### config.mk
export PLATFORM = sky130hd
export DESIGN_NAME = measurement_window_ctrl
export DESIGN_NICKNAME = d
export VERILOG_FILES = /design/src/rtl/voltmeter_pkg.sv /design/src/rtl/comp_synchronizer.sv /design/src/rtl/measurement_window_ctrl.sv
export SDC_FILE = /design/constraint.sdc
export NUM_CORES = 1
export LEC_CHECK = 0
export CAP_MARGIN = 20
export CORE_AREA = 2 2 72 74
export CTS_CLUSTER_SIZE = 28
export DETAILED_ROUTE_END_ITERATION = 12
export DIE_AREA = 0 0 74 76
export PLACE_DENSITY_LB_ADDON = 0.3
export SYNTH_ARGS = -nofsm -noshare
export SYNTH_HDL_FRONTEND = slang
export SYNTH_SLANG_ARGS = --single-unit
### constraint.sdc
create_clock -name clk_i -period 4.2 [get_ports clk_i]
set_input_delay 0.63 -clock clk_i [delete_from_list [all_inputs] [get_ports clk_i]]
set_output_delay 0.63 -clock clk_i [all_outputs]
set_load 0.05 [all_outputs]
### src/rtl/voltmeter_pkg.sv
// voltmeter_pkg: types and constants shared by the voltmeter measurement path.
`default_nettype none

package voltmeter_pkg;

    localparam int MEAS_COUNT_W          = 12;
    localparam int DEFAULT_SETTLE_CYCLES = 16;

    typedef enum logic [1:0] {
        ST_IDLE    = 2'd0,
        ST_SETTLE  = 2'd1,
        ST_MEASURE = 2'd2,
        ST_DONE    = 2'd3
    } meas_state_t;

endpackage

`default_nettype wire

### src/rtl/comp_synchronizer.sv
// comp_synchronizer: comparator metastability chain; optional 3-sample majority
// filter when COMP_FILTER_EN is defined.
`default_nettype none

module comp_synchronizer #(
    parameter int SYNC_STAGES = 2
) (
    input  logic clk_i,
    input  logic rst_n_i,
    input  logic comp_i,
    output logic comp_sync_o
);

    logic [SYNC_STAGES-1:0] sync_q;
    logic                   sync_out;

    always_ff @(posedge clk_i or negedge rst_n_i) begin
        if (!rst_n_i) begin
            sync_q <= '0;
        end else begin
            sync_q <= {sync_q[SYNC_STAGES-2:0], comp_i};
        end
    end

    assign sync_out = sync_q[SYNC_STAGES-1];

`ifdef COMP_FILTER_EN
    logic [1:0] hist_q;
    logic       filt_q;

    // Majority of the current and two previous samples, registered: a lone
    // one-cycle pulse never wins the vote.
    always_ff @(posedge clk_i or negedge rst_n_i) begin
        if (!rst_n_i) begin
            hist_q <= '0;
            filt_q <= 1'b0;
        end else begin
            hist_q <= {hist_q[0], sync_out};
            filt_q <= (sync_out & hist_q[0]) | (sync_out & hist_q[1]) | (hist_q[0] & hist_q[1]);
        end
    end

    assign comp_sync_o = filt_q;
`else
    assign comp_sync_o = sync_out;
`endif

endmodule

`default_nettype wire

### src/rtl/measurement_window_ctrl.sv
// measurement_window_ctrl: settle-then-measure window sequencer feeding the
// voltmeter ones-density counter. Optional build macro: COMP_FILTER_EN.
`default_nettype none

module measurement_window_ctrl
    import voltmeter_pkg::*;
#(
    parameter int WINDOW_W      = MEAS_COUNT_W,
    parameter int SETTLE_CYCLES = DEFAULT_SETTLE_CYCLES,
    parameter int SYNC_STAGES   = 2
) (
    input  logic                clk_i,
    input  logic                rst_n_i,
    input  logic                start_i,
    input  logic                abort_i,
    input  logic                continuous_i,
    input  logic [WINDOW_W-1:0] window_len_i,
    input  logic                comp_i,
    output logic                count_clear_o,
    output logic                window_open_o,
    output logic                measurement_en_o,
    output logic                busy_o,
    output logic                done_o
);

    localparam logic [7:0]          SETTLE_LOAD = 8'(SETTLE_CYCLES - 1);
    localparam logic [WINDOW_W-1:0] WIN_ONE     = WINDOW_W'(1);

    meas_state_t         state_q, state_d;
    logic [WINDOW_W-1:0] win_len_q, win_len_d;
    logic [WINDOW_W-1:0] win_cnt_q, win_cnt_d;
    logic [7:0]          settle_cnt_q, settle_cnt_d;
    logic                load;
    logic                comp_sync;
    logic                count_clear_q, window_open_q, busy_q, done_q;

    comp_synchronizer #(
        .SYNC_STAGES (SYNC_STAGES)
    ) u_comp_sync (
        .clk_i       (clk_i),
        .rst_n_i     (rst_n_i),
        .comp_i      (comp_i),
        .comp_sync_o (comp_sync)
    );

    always_comb begin
        state_d      = state_q;
        win_len_d    = win_len_q;
        win_cnt_d    = win_cnt_q;
        settle_cnt_d = settle_cnt_q;
        load         = 1'b0;

        case (state_q)
            ST_IDLE: begin
                if (start_i && !abort_i) begin
                    load = 1'b1;
                end
            end
            ST_SETTLE: begin
                if (abort_i) begin
                    state_d = ST_IDLE;
                end else if (settle_cnt_q == 8'd0) begin
                    if (win_len_q != '0) begin
                        state_d   = ST_MEASURE;
                        win_cnt_d = win_len_q - WIN_ONE;
                    end else begin
                        state_d = ST_DONE;
                    end
                end else begin
                    settle_cnt_d = settle_cnt_q - 8'd1;
                end
            end
            ST_MEASURE: begin
                if (abort_i) begin
                    state_d = ST_IDLE;
                end else if (win_cnt_q == '0) begin
                    state_d = ST_DONE;
                end else begin
                    win_cnt_d = win_cnt_q - WIN_ONE;
                end
            end
            ST_DONE: begin
                if (abort_i) begin
                    state_d = ST_IDLE;
                end else if (continuous_i) begin
                    load = 1'b1;
                end else begin
                    state_d = ST_IDLE;
                end
            end
        endcase

        // Fresh start and continuous restart share the same reload.
        if (load) begin
            state_d      = ST_SETTLE;
            win_len_d    = window_len_i;
            settle_cnt_d = SETTLE_LOAD;
        end
    end

    // Outputs are decoded from the next state and registered, so every output
    // is glitch-free and aligned with the state it describes.
    always_ff @(posedge clk_i or negedge rst_n_i) begin
        if (!rst_n_i) begin
            state_q       <= ST_IDLE;
            win_len_q     <= '0;
            win_cnt_q     <= '0;
            settle_cnt_q  <= 8'd0;
            count_clear_q <= 1'b0;
            window_open_q <= 1'b0;
            busy_q        <= 1'b0;
            done_q        <= 1'b0;
        end else begin
            state_q       <= state_d;
            win_len_q     <= win_len_d;
            win_cnt_q     <= win_cnt_d;
            settle_cnt_q  <= settle_cnt_d;
            count_clear_q <= load;
            window_open_q <= (state_d == ST_MEASURE);
            busy_q        <= (state_d != ST_IDLE);
            done_q        <= (state_d == ST_DONE);
        end
    end

    assign count_clear_o    = count_clear_q;
    assign window_open_o    = window_open_q;
    assign measurement_en_o = window_open_q & comp_sync;
    assign busy_o           = busy_q;
    assign done_o           = done_q;

endmodule

`default_nettype wire

==> out/qor.csv <==
stage,metric,value,unit
status,outcome,"finished, final reports clean",
worst_setup_path,"Data required, critical path",4.39,ns
logic_synthesis,area share of xor/xnor cells in the synthesized design,0.0444,
clocking,TritonCTS buffer count,5,
timing,Final setup violation count,0,
final_layout,number of nets in the layout,305,
timing,final-report max-slew violation count,0,
pwr,combinational share of power,0.324,
clocking,clock transition time at the flip-flop clock pins of the worst setup and hold paths,0.08,ns
logic_synthesis,synthesized netlist net count,283,
die,CORE AREA,0.00491,mm²
worst_setup_path,critical path class,reg -> reg,
detailed_routing,Post-DRT Antenna Nets,0,
die,top-level port count,23,
worst_setup_path,launching element type of the critical path,flip-flop,
pwr,internal power summed over all cells,1060,µW
global_routing,global-route wire length before repair,9550,µm
die,die height,76,µm
logic_synthesis,"post-synthesis share of cell area spent on full adders, half adders and majority gates",0.0370,
pwr,Leak Pwr,0.00116,µW
logic_synthesis,Post-Syn Area per Cell,9.17,µm²
timing,max-slew headroom at the worst pin,0.417,
timing,RSZ-0062 raised after global routing,false,
worst_setup_path,CP peak stage delay,0.43,ns
global_routing,vias in the first global route,1996,
pwr,share of total power in sequential cells,0.415,
logic_synthesis,Cells after Synth,258,
logic_synthesis,proportion of synthesized flip-flops having asynchronous set or reset,1.00,
timing,total count of hold-check failures in the final report,0,
logic_synthesis,share of the synthesized area in compound gates (AO/OA/AOI/OAI),0.171,
clocking,post-cts sizing count,0,
clocking,buffers inserted during post-CTS setup optimization,0,
global_routing,Overall Global Routing Usage,0.216,
hold_path,classification of the worst-slack hold path,reg -> reg,
global_routing,pin count of the biggest net entering global routing,41,
clocking,quantity of hold-fixing buffers added after cts,0,
global_routing,antenna violations before repair,0,
die,number of rows in the core area,26,
logic_synthesis,portion of netlist area occupied by mux cells,0.0307,
detailed_routing,DRC,0,
clocking,clock latency reported for the late side of the worst-skew pair,0.29,ns
logic_synthesis,Post-Synthesis Cell Area,0.00237,mm²
clocking,maximum root-to-sink buffer count,2,
detailed_routing,first-iteration detailed-routing DRC count,138,
logic_synthesis,Post-synth top cells,"sky130_fd_sc_hd__nand2_1 (51), sky130_fd_sc_hd__dfrtp_1 (40), sky130_fd_sc_hd__o21ai_0 (11), sky130_fd_sc_hd__nor2_1 (10)",
final_layout,share of post-route cells with drive strength above 1,0.0712,
logic_synthesis,post-synthesis cell type with the largest combined area,sky130_fd_sc_hd__dfrtp_1,
final_layout,layout-stage area growth over the synthesis result,19.4,%
clocking,sinks on the clock net,40,
logic_synthesis,Simple-Gate Fraction of Synth Area,0.269,
final_layout,utilization after layout,0.575,
detailed_routing,first drt pass iteration count,4,
logic_synthesis,Synth warnings,0,
pwr,net load switching power,616,µW
worst_setup_path,dominant delay contributor by cell family on the critical path,adder cells,
timing,FMAX,0.367,GHz
logic_synthesis,#FFs+latches synth,40,
die,full die area,0.00562,mm²
placement,number of buffers added on ports,22,
logic_synthesis,area fraction of the dominant cell type after synthesis,0.423,
pwr,power density relative to cell area,592,mW/mm²
final_layout,antenna diode count,0,
die,initial cell density of the core,0.482,
logic_synthesis,dominant combinational cell family by area after synthesis,simple AND/OR/NAND/NOR gates,
worst_setup_path,internal reg-to-reg setup slack,1.48,ns
worst_setup_path,Crit-path slowest cell,sky130_fd_sc_hd__dfrtp_1,
detailed_routing,Via Count,2045,
worst_setup_path,Crit Path Max Fanout,31,
logic_synthesis,most common cell in the netlist,sky130_fd_sc_hd__nand2_1,
worst_setup_path,WP buf/inv,3,
pwr,Clk network pwr share,0.261,
pwr,switching share of power,0.368,
worst_setup_path,chain of cells forming the critical path,inv_1 -> ha_1 -> buf_16 -> mux2i_1 -> ha_1 -> inv_1 -> or3_1 -> xnor2_1 -> a221o_1,
worst_setup_path,arrival time of the worst setup path,2.91,ns
logic_synthesis,number of library cell types mapped by synthesis,55,
timing,summed negative setup slack over all endpoints,0,ns
detailed_routing,final routed wire length divided by cell count,15.7,µm
die,Die Width,74,µm
clocking,clock tree from TritonCTS,yes,
run,count of maximum capacitance violations,0,
clocking,Root Buffer,sky130_fd_sc_hd__clkbuf_8,
logic_synthesis,"EDFF count, synth",0,
pwr,peak supply drop,0.000423,V
clocking,number of H-tree branching levels,2,
placement,half-perimeter wire length after placement,3850,µm
timing,crit path time final,2.72,ns
detailed_routing,Routed WL,5500,µm
logic_synthesis,top cells by area in the synthesized netlist,"sky130_fd_sc_hd__dfrtp_1 (42%), sky130_fd_sc_hd__nand2_1 (8.1%), sky130_fd_sc_hd__ha_1 (3.7%)",
timing,slew at the pin closest to its max-slew limit,0.874,ns
logic_synthesis,post-synthesis sequential area ratio,0.423,
worst_setup_path,Critical Path End Type,flip-flop,
timing,Max Clock Skew,0.00660,ns
logic_synthesis,most frequently used flop master after synthesis,sky130_fd_sc_hd__dfrtp_1,
detailed_routing,vias per cell,5.83,
placement,last weighted congestion value of the routability-driven placer,0.851,
timing,fin crit share,0.648,
global_routing,aggregate global routing overflow,0,
[cell usage in the layout, fill, tap and decap left out, drive strengths merged, types with 5 or more instances in the layout]
cell type and instances:
ha 7, o21ai 11, nor3 6, nor4 8
mux2i 5, dfrtp 40, xor2 6, inv 8
clkbuf 5, a21oi 7, nand2 52, or4 8
o211ai 6, or3 6, clkdlybuf4s50 21, nand3 7
nor2 10, xnor2 6
[flip-flops by register name (all words and copies together) (netlist names)]
register,cells
count_clear_o,1
win_cnt_q,12
done_o,1
settle_cnt_q,8
window_open_o,1
win_len_q,12
busy_o,1
state_q,2
u_comp_sync.sync_q,2
[power groups by stage]
stage | clock network, µW | registers (µW) | logic, µW
2_1_floorplan | 0 | 659 | 404
3_3_place_gp | 0 | 690 | 524
3_5_place_dp | 0 | 695 | 540
4_1_cts | 446 | 688 | 545
5_1_grt | 461 | 715 | 618
6_report | 437 | 695 | 543
[layer usage]
metal,vias up,global-route usage,part of all wire
met5,-,0,0
met4,0,0.0655,0.011
met3,6,0.0397,0.038
met2,54,0.333,0.47
met1,994,0.307,0.48
li1,991,-,-
[cells by family (layout without fill, tap and decap cells)]
kind of cell,count (synthesis),in the layout
compound gates,55,55
xor+xnor,12,12
fa+ha+maj,7,7
buf+inv,16,39
flops,40,40
mux,7,7
simple gates,121,121
[layout make-up]
cell class	instances	area [µm²]
Clock buffer	5	68.8
Clock inverter	3	90.1
Fill cell	443	2090
Inverter	8	30.0
Multi-Input combinational cell	202	1310
Sequential cell	40	1000
Tap cell	70	87.6
Timing Repair Buffer	23	243
[per-stage QoR]
step	std cells	cell area, µm²	hold slack, ns	setup WS, ns	power (µW)
6_report	351	2830	0.359	1.48	1670
5_1_grt	351	2830	0.363	1.30	1790
4_1_cts	350	2800	0.361	0.991	1680
3_5_place_dp	342	2640	0.340	1.02	1240
3_3_place_gp	342	2640	0.336	1.13	1210
2_1_floorplan	258	2370	0.331	0.962	1060
[path summary, 6_finish.rpt]
check | start | depth (start not counted) | to
max in group asynchronous | rst_n_i | 1 | count_clear_o
setup / recovery | state_q[0] | 9 | win_cnt_q[10]
min in group asynchronous | rst_n_i | 1 | win_cnt_q[5]
hold / removal | u_comp_sync.sync_q[0] | 0 | u_comp_sync.sync_q[1]
hold reg to reg | u_comp_sync.sync_q[0] | 0 | u_comp_sync.sync_q[1]
setup reg to reg | state_q[0] | 9 | win_cnt_q[10]
Power figures use the tool's default switching activity.
